[src/rtl/dds_gain_decimator_if.sv]
// Output stream of the DDS gain/decimator stage: valid/ready handshake carrying one sample.
interface dds_gain_decimator_if #(
  parameter int DATA_W = 32
);
  logic              valid;
  logic              ready;
  logic [DATA_W-1:0] bits;

  modport master (output valid, output bits, input ready);
  modport slave  (input valid, input bits, output ready);
endinterface

[src/rtl/dds_gain_decimator.sv]
// Q1.15 gain with saturation, runtime decimation and a small output FIFO
// behind a valid/ready stream, fed by the free-running CWCore sample stream.
module dds_gain_decimator #(
  parameter  int DATA_W     = 32,
  parameter  int GAIN_W     = 16,
  parameter  int DECIM_W    = 8,
  parameter  int FIFO_DEPTH = 8,
  localparam int LVL_W      = $clog2(FIFO_DEPTH) + 1,
  localparam int PTR_W      = $clog2(FIFO_DEPTH)
) (
  input  logic                  clock,
  input  logic                  reset,
  input  logic                  io_en,
  input  logic [DATA_W-1:0]     io_in_value,
  input  logic [GAIN_W-1:0]     io_gain,
  input  logic [DECIM_W-1:0]    io_decim,
  dds_gain_decimator_if.master  io_out,
  output logic [LVL_W-1:0]      io_level,
  output logic [15:0]           io_overflow_cnt
);

  localparam int PROD_W = DATA_W + GAIN_W;
  localparam logic [LVL_W-1:0] FULL_LVL = LVL_W'(FIFO_DEPTH);
  localparam logic [DATA_W-1:0] SAT_MAX = {1'b0, {(DATA_W-1){1'b1}}};
  localparam logic [DATA_W-1:0] SAT_MIN = {1'b1, {(DATA_W-1){1'b0}}};

  // ---------------- gain stage ----------------
  logic signed [PROD_W-1:0] in_ext, gain_ext, prod, prod_sh;
  logic [PROD_W-DATA_W:0]   prod_hi;
  logic [DATA_W-1:0]        gained;
  logic [DATA_W-1:0]        s1;
  logic                     s1_valid;

  always_comb begin
    in_ext   = {{GAIN_W{io_in_value[DATA_W-1]}}, io_in_value};
    gain_ext = {{DATA_W{io_gain[GAIN_W-1]}}, io_gain};
    prod     = in_ext * gain_ext;
    prod_sh  = prod >>> (GAIN_W - 1);
    // Result fits only if every bit above the output sign bit matches it.
    prod_hi  = prod_sh[PROD_W-1:DATA_W-1];
    if ((prod_hi == '0) || (prod_hi == '1)) gained = prod_sh[DATA_W-1:0];
    else if (prod_sh[PROD_W-1])             gained = SAT_MIN;
    else                                    gained = SAT_MAX;
  end

  always_ff @(posedge clock or negedge reset) begin
    if (!reset) begin
      s1       <= '0;
      s1_valid <= 1'b0;
    end else begin
      s1       <= gained;
      s1_valid <= io_en;
    end
  end

  // ---------------- decimator ----------------
  logic [DECIM_W-1:0] cnt, d_q, d_eff;
  logic               emit;
  logic               dec_valid;
  logic [DATA_W-1:0]  dec_data;

  // A new factor is taken only at window start; it applies to that same sample.
  always_comb begin
    d_eff = (cnt == '0) ? io_decim : d_q;
    emit  = s1_valid && (cnt == d_eff);
  end

  always_ff @(posedge clock or negedge reset) begin
    if (!reset) begin
      cnt       <= '0;
      d_q       <= '0;
      dec_valid <= 1'b0;
      dec_data  <= '0;
    end else begin
      dec_valid <= emit;
      if (emit) dec_data <= s1;
      if (s1_valid) begin
        if (cnt == '0) d_q <= io_decim;
        cnt <= emit ? '0 : cnt + 1'b1;
      end
    end
  end

  // ---------------- output FIFO ----------------
  logic [DATA_W-1:0] mem [FIFO_DEPTH];
  logic [PTR_W-1:0]  wr_ptr, rd_ptr, rd_nx;
  logic [LVL_W-1:0]  level, level_nx;
  logic [DATA_W-1:0] bits_q, head_nx;
  logic              pop, full, push_ok, drop;

  always_comb begin
    pop     = (level != '0) && io_out.ready;
    full    = (level == FULL_LVL);
    push_ok = dec_valid && (!full || pop);
    drop    = dec_valid && full && !pop;
    rd_nx   = pop ? rd_ptr + 1'b1 : rd_ptr;
    level_nx = level;
    case ({push_ok, pop})
      2'b10:   level_nx = level + 1'b1;
      2'b01:   level_nx = level - 1'b1;
      default: level_nx = level;
    endcase
    // Registered head: bypass the write when the new entry becomes the head.
    if (level_nx == '0)                   head_nx = '0;
    else if (push_ok && wr_ptr == rd_nx)  head_nx = dec_data;
    else                                  head_nx = mem[rd_nx];
  end

  always_ff @(posedge clock) begin
    if (push_ok) mem[wr_ptr] <= dec_data;
  end

  always_ff @(posedge clock or negedge reset) begin
    if (!reset) begin
      wr_ptr          <= '0;
      rd_ptr          <= '0;
      level           <= '0;
      bits_q          <= '0;
      io_overflow_cnt <= '0;
    end else begin
      if (push_ok) wr_ptr <= wr_ptr + 1'b1;
      rd_ptr <= rd_nx;
      level  <= level_nx;
      bits_q <= head_nx;
      if (drop && io_overflow_cnt != '1) io_overflow_cnt <= io_overflow_cnt + 1'b1;
    end
  end

  assign io_out.valid = (level != '0);
  assign io_out.bits  = bits_q;
  assign io_level     = level;

endmodule

[src/flat_wrapper.sv]
// flat-port wrapper written by rule: the top's interface ports become plain ports
module dds_gain_decimator_flat 
#(
  parameter  int DATA_W     = 32,
  parameter  int GAIN_W     = 16,
  parameter  int DECIM_W    = 8,
  parameter  int FIFO_DEPTH = 8,
  localparam int LVL_W      = $clog2(FIFO_DEPTH) + 1,
  localparam int PTR_W      = $clog2(FIFO_DEPTH)
)
  (clock, reset, io_en, io_in_value, io_gain, io_decim, io_level, io_overflow_cnt, io_out_valid, io_out_bits, io_out_ready);
  dds_gain_decimator_if #(.DATA_W(DATA_W)) io_out_i ();
  input  logic clock;
  input  logic reset;
  input  logic io_en;
  input  logic [DATA_W-1:0] io_in_value;
  input  logic [GAIN_W-1:0] io_gain;
  input  logic [DECIM_W-1:0] io_decim;
  output logic [LVL_W-1:0] io_level;
  output logic [15:0] io_overflow_cnt;
  output wire logic [$bits(io_out_i.valid)-1:0] io_out_valid;
  output wire logic [$bits(io_out_i.bits)-1:0] io_out_bits;
  input wire logic [$bits(io_out_i.ready)-1:0] io_out_ready;
  assign io_out_valid = io_out_i.valid;
  assign io_out_bits = io_out_i.bits;
  assign io_out_i.ready = io_out_ready;
  dds_gain_decimator #(.DATA_W(DATA_W), .GAIN_W(GAIN_W), .DECIM_W(DECIM_W), .FIFO_DEPTH(FIFO_DEPTH)) u_core (.clock(clock), .reset(reset), .io_en(io_en), .io_in_value(io_in_value), .io_gain(io_gain), .io_decim(io_decim), .io_out(io_out_i), .io_level(io_level), .io_overflow_cnt(io_overflow_cnt));
endmodule
[config.mk]
export PLATFORM = sky130hd
export DESIGN_NAME = dds_gain_decimator_flat
export DESIGN_NICKNAME = d
export VERILOG_FILES = /design/src/rtl/dds_gain_decimator_if.sv /design/src/rtl/dds_gain_decimator.sv /design/src/flat_wrapper.sv
export SDC_FILE = /design/constraint.sdc
export NUM_CORES = 2
export LEC_CHECK = 0
export CAP_MARGIN = 0
export CORE_MARGIN = 8
export CORE_UTILIZATION = 45
export CTS_BUF_LIST = sky130_fd_sc_hd__clkbuf_8
export DETAILED_ROUTE_END_ITERATION = 8
export PLACE_DENSITY = 0.62
export REMOVE_ABC_BUFFERS = 1
export SLEW_MARGIN = 10
export SYNTH_ARGS = -nofsm -noshare
export SYNTH_HDL_FRONTEND = slang
export SYNTH_SLANG_ARGS = --single-unit
export TNS_END_PERCENT = 20
[constraint.sdc]
create_clock -name clock -period 4.42 [get_ports clock]
set_input_delay 0.663 -clock clock [delete_from_list [all_inputs] [get_ports clock]]
set_output_delay 0.663 -clock clock [all_outputs]
set_load 0.03 [all_outputs]
# --- Word-level counts from Yosys, hierarchy flattened ---
# Memory sizes are Yosys's and may differ from the RTL's.
# Index checks and enable logic that the tools add are counted.
# Widths: inputs -> output; s select.
op_classes:
  addsub: 6
  mul: 1
  eq_ne: 7
  mux: 10
  n_reduce_logical: 15
op_table:
  columns: ["cell", "count"]
  rows:
  - ["$mux 32", 4]
  - ["$mul 32x16->48", 1]
  - ["$eq 17x17->1 const B", 1]
  - ["$logic_not 17->1", 1]
  - ["$add 16x1->16 const B", 1]
  - ["$mux 8", 2]
  - ["$ne 16x16->1 const B", 1]
  - ["$add 8x1->8 const B", 1]
  - ["$eq 8x8->1", 1]
  - ["$logic_not 8->1", 1]
  - ["$pmux 4 s2", 1]
  - ["$logic_and 1x1->1", 7]
  - ["$add 3x1->3 const B", 2]
  - ["$add 4x1->4 const B", 1]
  - ["$eq 4x4->1 const B", 1]
  - ["$logic_not 4->1", 1]
  - ["$reduce_bool 4->1", 1]
  - ["$sub 4x1->4 const B", 1]
  - ["$eq 3x3->1", 1]
  - ["$mux 3", 1]
  - ["$eq 2x1->1 const B", 1]
  - ["$eq 2x2->1 const B", 1]
  - ["$logic_not 1->1", 2]
  - ["$logic_or 1x1->1", 2]
  - ["$mux 1", 2]
word_totals:
  ff_bits: 140
  ramBits: 256
  inputBits: 60
  out_inout_bits: 53
  wordCells: 51
  n_memories: 1
mem_list:
  columns: ["name", "words", "width", "read_ports", "rd_ports_with_merged_regs", "write_ports", "line", "rtl"]
  rows:
  - ["u_core.mem", 8, 32, 1, 0, 1, "dds_gain_decimator.sv:85", "logic [DATA_W-1:0] mem [FIFO_DEPTH];"]

# --- Longest topological paths before layout ---
depth:
  ltp_word: 8
  depth_mapped: 27
  mapped_depth_nobuf: 25

# --- Worst setup path after synthesis ---
# Ideal clock, no wire load.
synth_timing:
  path_kind: "input port to flip-flop"
  startpoint: "in io_gain[4]"
  endpoint: "reg u_core.s1[5]"
  setup_time_ps: 96
  t_arrival_ps: 6489
  t_required_ps: 4324
  slack_ps: -2164
  path_stages: 19
  n_path_buf: 3
  cell_sequence: "clkbuf_1 nand2_1 fa_1 inv_1 fa_1 fa_1 fa_1 fa_1 fa_1 ha_1 clkbuf_1 nand4_1 or4_1 o21bai_1 nand3_1 nor3b_1 nor2_1 clkbuf_1 o31ai_1"
synth_between:
  elab_chain_cells: 4
  elab_cells_between_ends: 6
  classes_between: "1 x mul; 1 x eq/ne; 2 x mux; 2 x reduce/logical"
synth_lines:
  columns: ["item", "line", "rtl"]
  rows:
  - ["start, declared", "flat_wrapper.sv:17", "input logic [GAIN_W-1:0] io_gain;"]
  - ["$mul 32x16->48 (*)", "dds_gain_decimator.sv:37", "prod = in_ext * gain_ext;"]
  - ["$eq 17x17->1 or $logic_not 17->1 (tied branches)", "dds_gain_decimator.sv:41", "if ((prod_hi == '0) || (prod_hi == '1)) gained = prod_sh[DATA_W-1:0];"]
  - ["$logic_or 1x1->1", "dds_gain_decimator.sv:41", null]
  - ["$mux 32 (*)", "dds_gain_decimator.sv:41", null]
  - ["net u_core.gained[5]", "dds_gain_decimator.sv:30", "logic [DATA_W-1:0] gained;"]
  - ["end signal, assigned", "dds_gain_decimator.sv:51", "s1 <= gained;"]
  - ["end, declared", "dds_gain_decimator.sv:31", "logic [DATA_W-1:0] s1;"]
# Mark *: on every way through the listed nets, which the timed path passes. The rest lies on a longest branch.
# A chain may end at the register's enable or synchronous reset.

# --- Worst setup path in the final report ---
layout_timing:
  startpoint: "in io_gain[9]"
  endpoint: "reg u_core.s1[5]"
# The elaborated chain is that of the path after synthesis.

==> flow_summary.json <==
{
  "crit_top_cell": "fa_1",
  "relSlewSlack": 0.4527,
  "clock_sinks": 396,
  "final_common_cell": "inv_1",
  "hpwlAfterDp_mm": 56.68,
  "synthCells": 2881,
  "status": "finished, violations left",
  "synthesis.area_um2": 32910,
  "reg2reg_depth": 9,
  "grt_pass1_wl_mm": 126.5,
  "via_per_inst": 5.084,
  "hold_viol": 0,
  "grt_use_met3": 0.02151,
  "cts-hold-fix-buffers": 0,
  "avgRoutedWirePerCell_um": 18.72,
  "final_cell_mix": "562 x inv_1, 454 x fa_1, 348 x buf_4",
  "use_met1": 0.2502,
  "ys_async_sr_fraction": 0.3535,
  "syn_area_per_cell_um2": 11.42,
  "drt_wl_total_mm": 82.43,
  "clk_latency_ps": 630,
  "ys_types": 65,
  "synthFlopType": "edfxtp_1",
  "setup_slack_ps": -1754,
  "worstSetupStartpointType": "primary input",
  "htree_levels": 2,
  "grt-busiest-layer": "met2",
  "rows": 99,
  "synth-seq-area-share": 0.3401,
  "die_w_um": 286.4,
  "period_share": 1.397,
  "end_kind": "register",
  "crit_path_max_fanout": 7,
  "drt_iter0_markers": 1304,
  "antenna_found_initial": 2,
  "drv_cap": 0,
  "gp_congestion": 0.8867,
  "worst_slew_pin_slew_ps": 820.9,
  "violations": "negative setup slack",
  "hold_path_class": "primary input to asynchronous set/reset pin",
  "tritoncts": "yes",
  "synth_warnings": 0,
  "drt-pass1-iter-count": 5,
  "io_pins": 113,
  "setup_viol": 32,
  "syn2layout_area_growth_pct": 26.81,
  "grt_max_degree": 109,
  "grt_usage": 0.1911,
  "vias": 22390,
  "ant_nets": 0,
  "grt_pass1_vias": 23970,
  "max_freq_mhz": 162.0,
  "nets": 4061,
  "ys_ff_latch": 396,
  "start_util": 0.4526,
  "path_class": "primary input to register",
  "grt_overflow": 0,
  "die_area_um2": 82040,
  "route.detailed.drc": 0,
  "dieHeight_um": 286.4,
  "final_core_util": 0.5740,
  "cp.arrival_ps": 6690,
  "synth_edf_count": 256,
  "critPathSlowestCell": "fa_1",
  "clk_pin_slew_ps": 70,
  "coreArea_um2": 72710,
  "fin_skew_ps": 43.92,
  "period_needed_ps": 6174,
  "cts_root_buf": "clkbuf_8",
  "drive_gt1_frac": 0.2570,
  "met2_usage": 0.3288,
  "cp.required_ps": 4940,
  "cts_buffers": 56,
  "clock_path_buffers": 3,
  "crit_path_max_incr_delay_ps": 590,
  "port_buffers": 112,
  "slew_violations": 0,
  "grt_setup_unrepaired": "yes"
}
-- cell families after synthesis --
logic type / after synthesis / share of synthesized area
multiplexers: 211 / 0.07794
flip-flops: 396 / 0.3401
buffers and inverters: 710 / 0.08307
XOR/XNOR: 79 / 0.02148
AND/OR/NAND/NOR: 696 / 0.1007
AO/OA/AOI/OAI: 184 / 0.03585
adder cells (fa/ha/maj): 605 / 0.3409
-- registers in the layout, summed over array words and instances (netlist names), 3 cells and up --
signal and flops:
u_core.cnt 8, u_core.d_q 8, u_core.dec_data 32, u_core.io_level 4
u_core.io_out.bits 32, u_core.io_overflow_cnt 16, u_core.mem 256, u_core.rd_ptr 3
u_core.s1 32, u_core.wr_ptr 3
-- synth_stat cells, drive strengths merged, types with 4 or more instances --
master | number | area (µm²)
inv | 583 | 2188
fa | 486 | 9729
nand2 | 334 | 1254
edfxtp | 256 | 7687
and2 | 186 | 1164
dfrtp | 140 | 3503
mux2i | 137 | 1371
ha | 119 | 1489
clkbuf | 103 | 387.9
nor2 | 87 | 326.6
a21oi | 61 | 309.1
xnor2 | 54 | 473.0
mux2 | 42 | 473.0
a211oi | 36 | 270.3
mux4 | 32 | 720.7
o21ai | 32 | 160.2
xor2 | 25 | 234.0
buf | 24 | 157.7
a21o | 19 | 142.6
nand3 | 18 | 102.6
nor3 | 15 | 75.07
nand4 | 14 | 93.84
nand2b | 9 | 56.30
and3 | 7 | 43.79
nor2b | 6 | 37.54
nor4 | 5 | 46.29
o21bai | 5 | 37.54
o31ai | 5 | 37.54
o211ai | 4 | 30.03
-- routing by layer --
metal | routed length, µm | up-vias
li1 | - | 10070
met1 | 33890 | 11440
met2 | 41060 | 680
met3 | 3982 | 195
met4 | 3497 | 0
met5 | 0 | -
-- final cells by class --
cell class              instances  area [µm²]
clock inverters                40       249.0
repair buffers                584        5784
fillers                      5833       30980
clock buffers                  66       908.4
flip-flops and latches        396       11190
multi-input cells            1775       20190
inverters                     583        2206
diodes                          1       2.502
well taps                     959        1200
-- per-stage QoR --
| step | cells | TNS (ps) | area [µm²] | setup slack (ps) | hold slack (ps) |
|---|---|---|---|---|---|
| floorplan | 2754 | -128150 | 32360 | -2450 | 367.4 |
| global placement | 4132 | -91520 | 37460 | -3080 | 443.6 |
| detailed placement | 4132 | -96260 | 37460 | -3168 | 450.0 |
| CTS | 4308 | -57770 | 40040 | -1859 | 37.42 |
| global route | 4404 | -58780 | 41730 | -1918 | 73.23 |
| finish | 4404 | -53690 | 41730 | -1754 | 45.29 |
-- path summary, 6_finish.rpt --
check	start	to	slack (ps)
max	io_gain[9]	u_core.s1[5]$_DFF_PN0_	-1750
min in group clock	u_core.s1[5]$_DFF_PN0_	u_core.dec_data[5]$_DFFE_PN0P_	460
max reg2reg	u_core.io_level[0]$_DFF_PN0_	u_core.io_out.bits[14]$_DFF_PN0_	760
max in group asynchronous	reset	u_core.dec_data[6]$_DFFE_PN0P_	3530
min	reset	u_core.io_out.bits[24]$_DFF_PN0_	50
min reg2reg	u_core.s1[5]$_DFF_PN0_	u_core.dec_data[5]$_DFFE_PN0P_	460
-- timing repair --
item,CTS,global route
pin swaps,53,201
resized for setup,178,339
cloned,12,19
setup buffers,58,85
endpoints found under the setup margin,32,32
-- worst max-delay path, delay by kind of cell --
kind	cells	cell delay (ps)
adders and majority gates	7	3430
AOI/OAI and AO/OA	8	1360
buffers and inverters	9	970
and+or+nand+nor	3	250
Power is left out: the tool's default activity adds up to more than one toggle a clock period on the data nets, which glitch-free logic cannot reach.
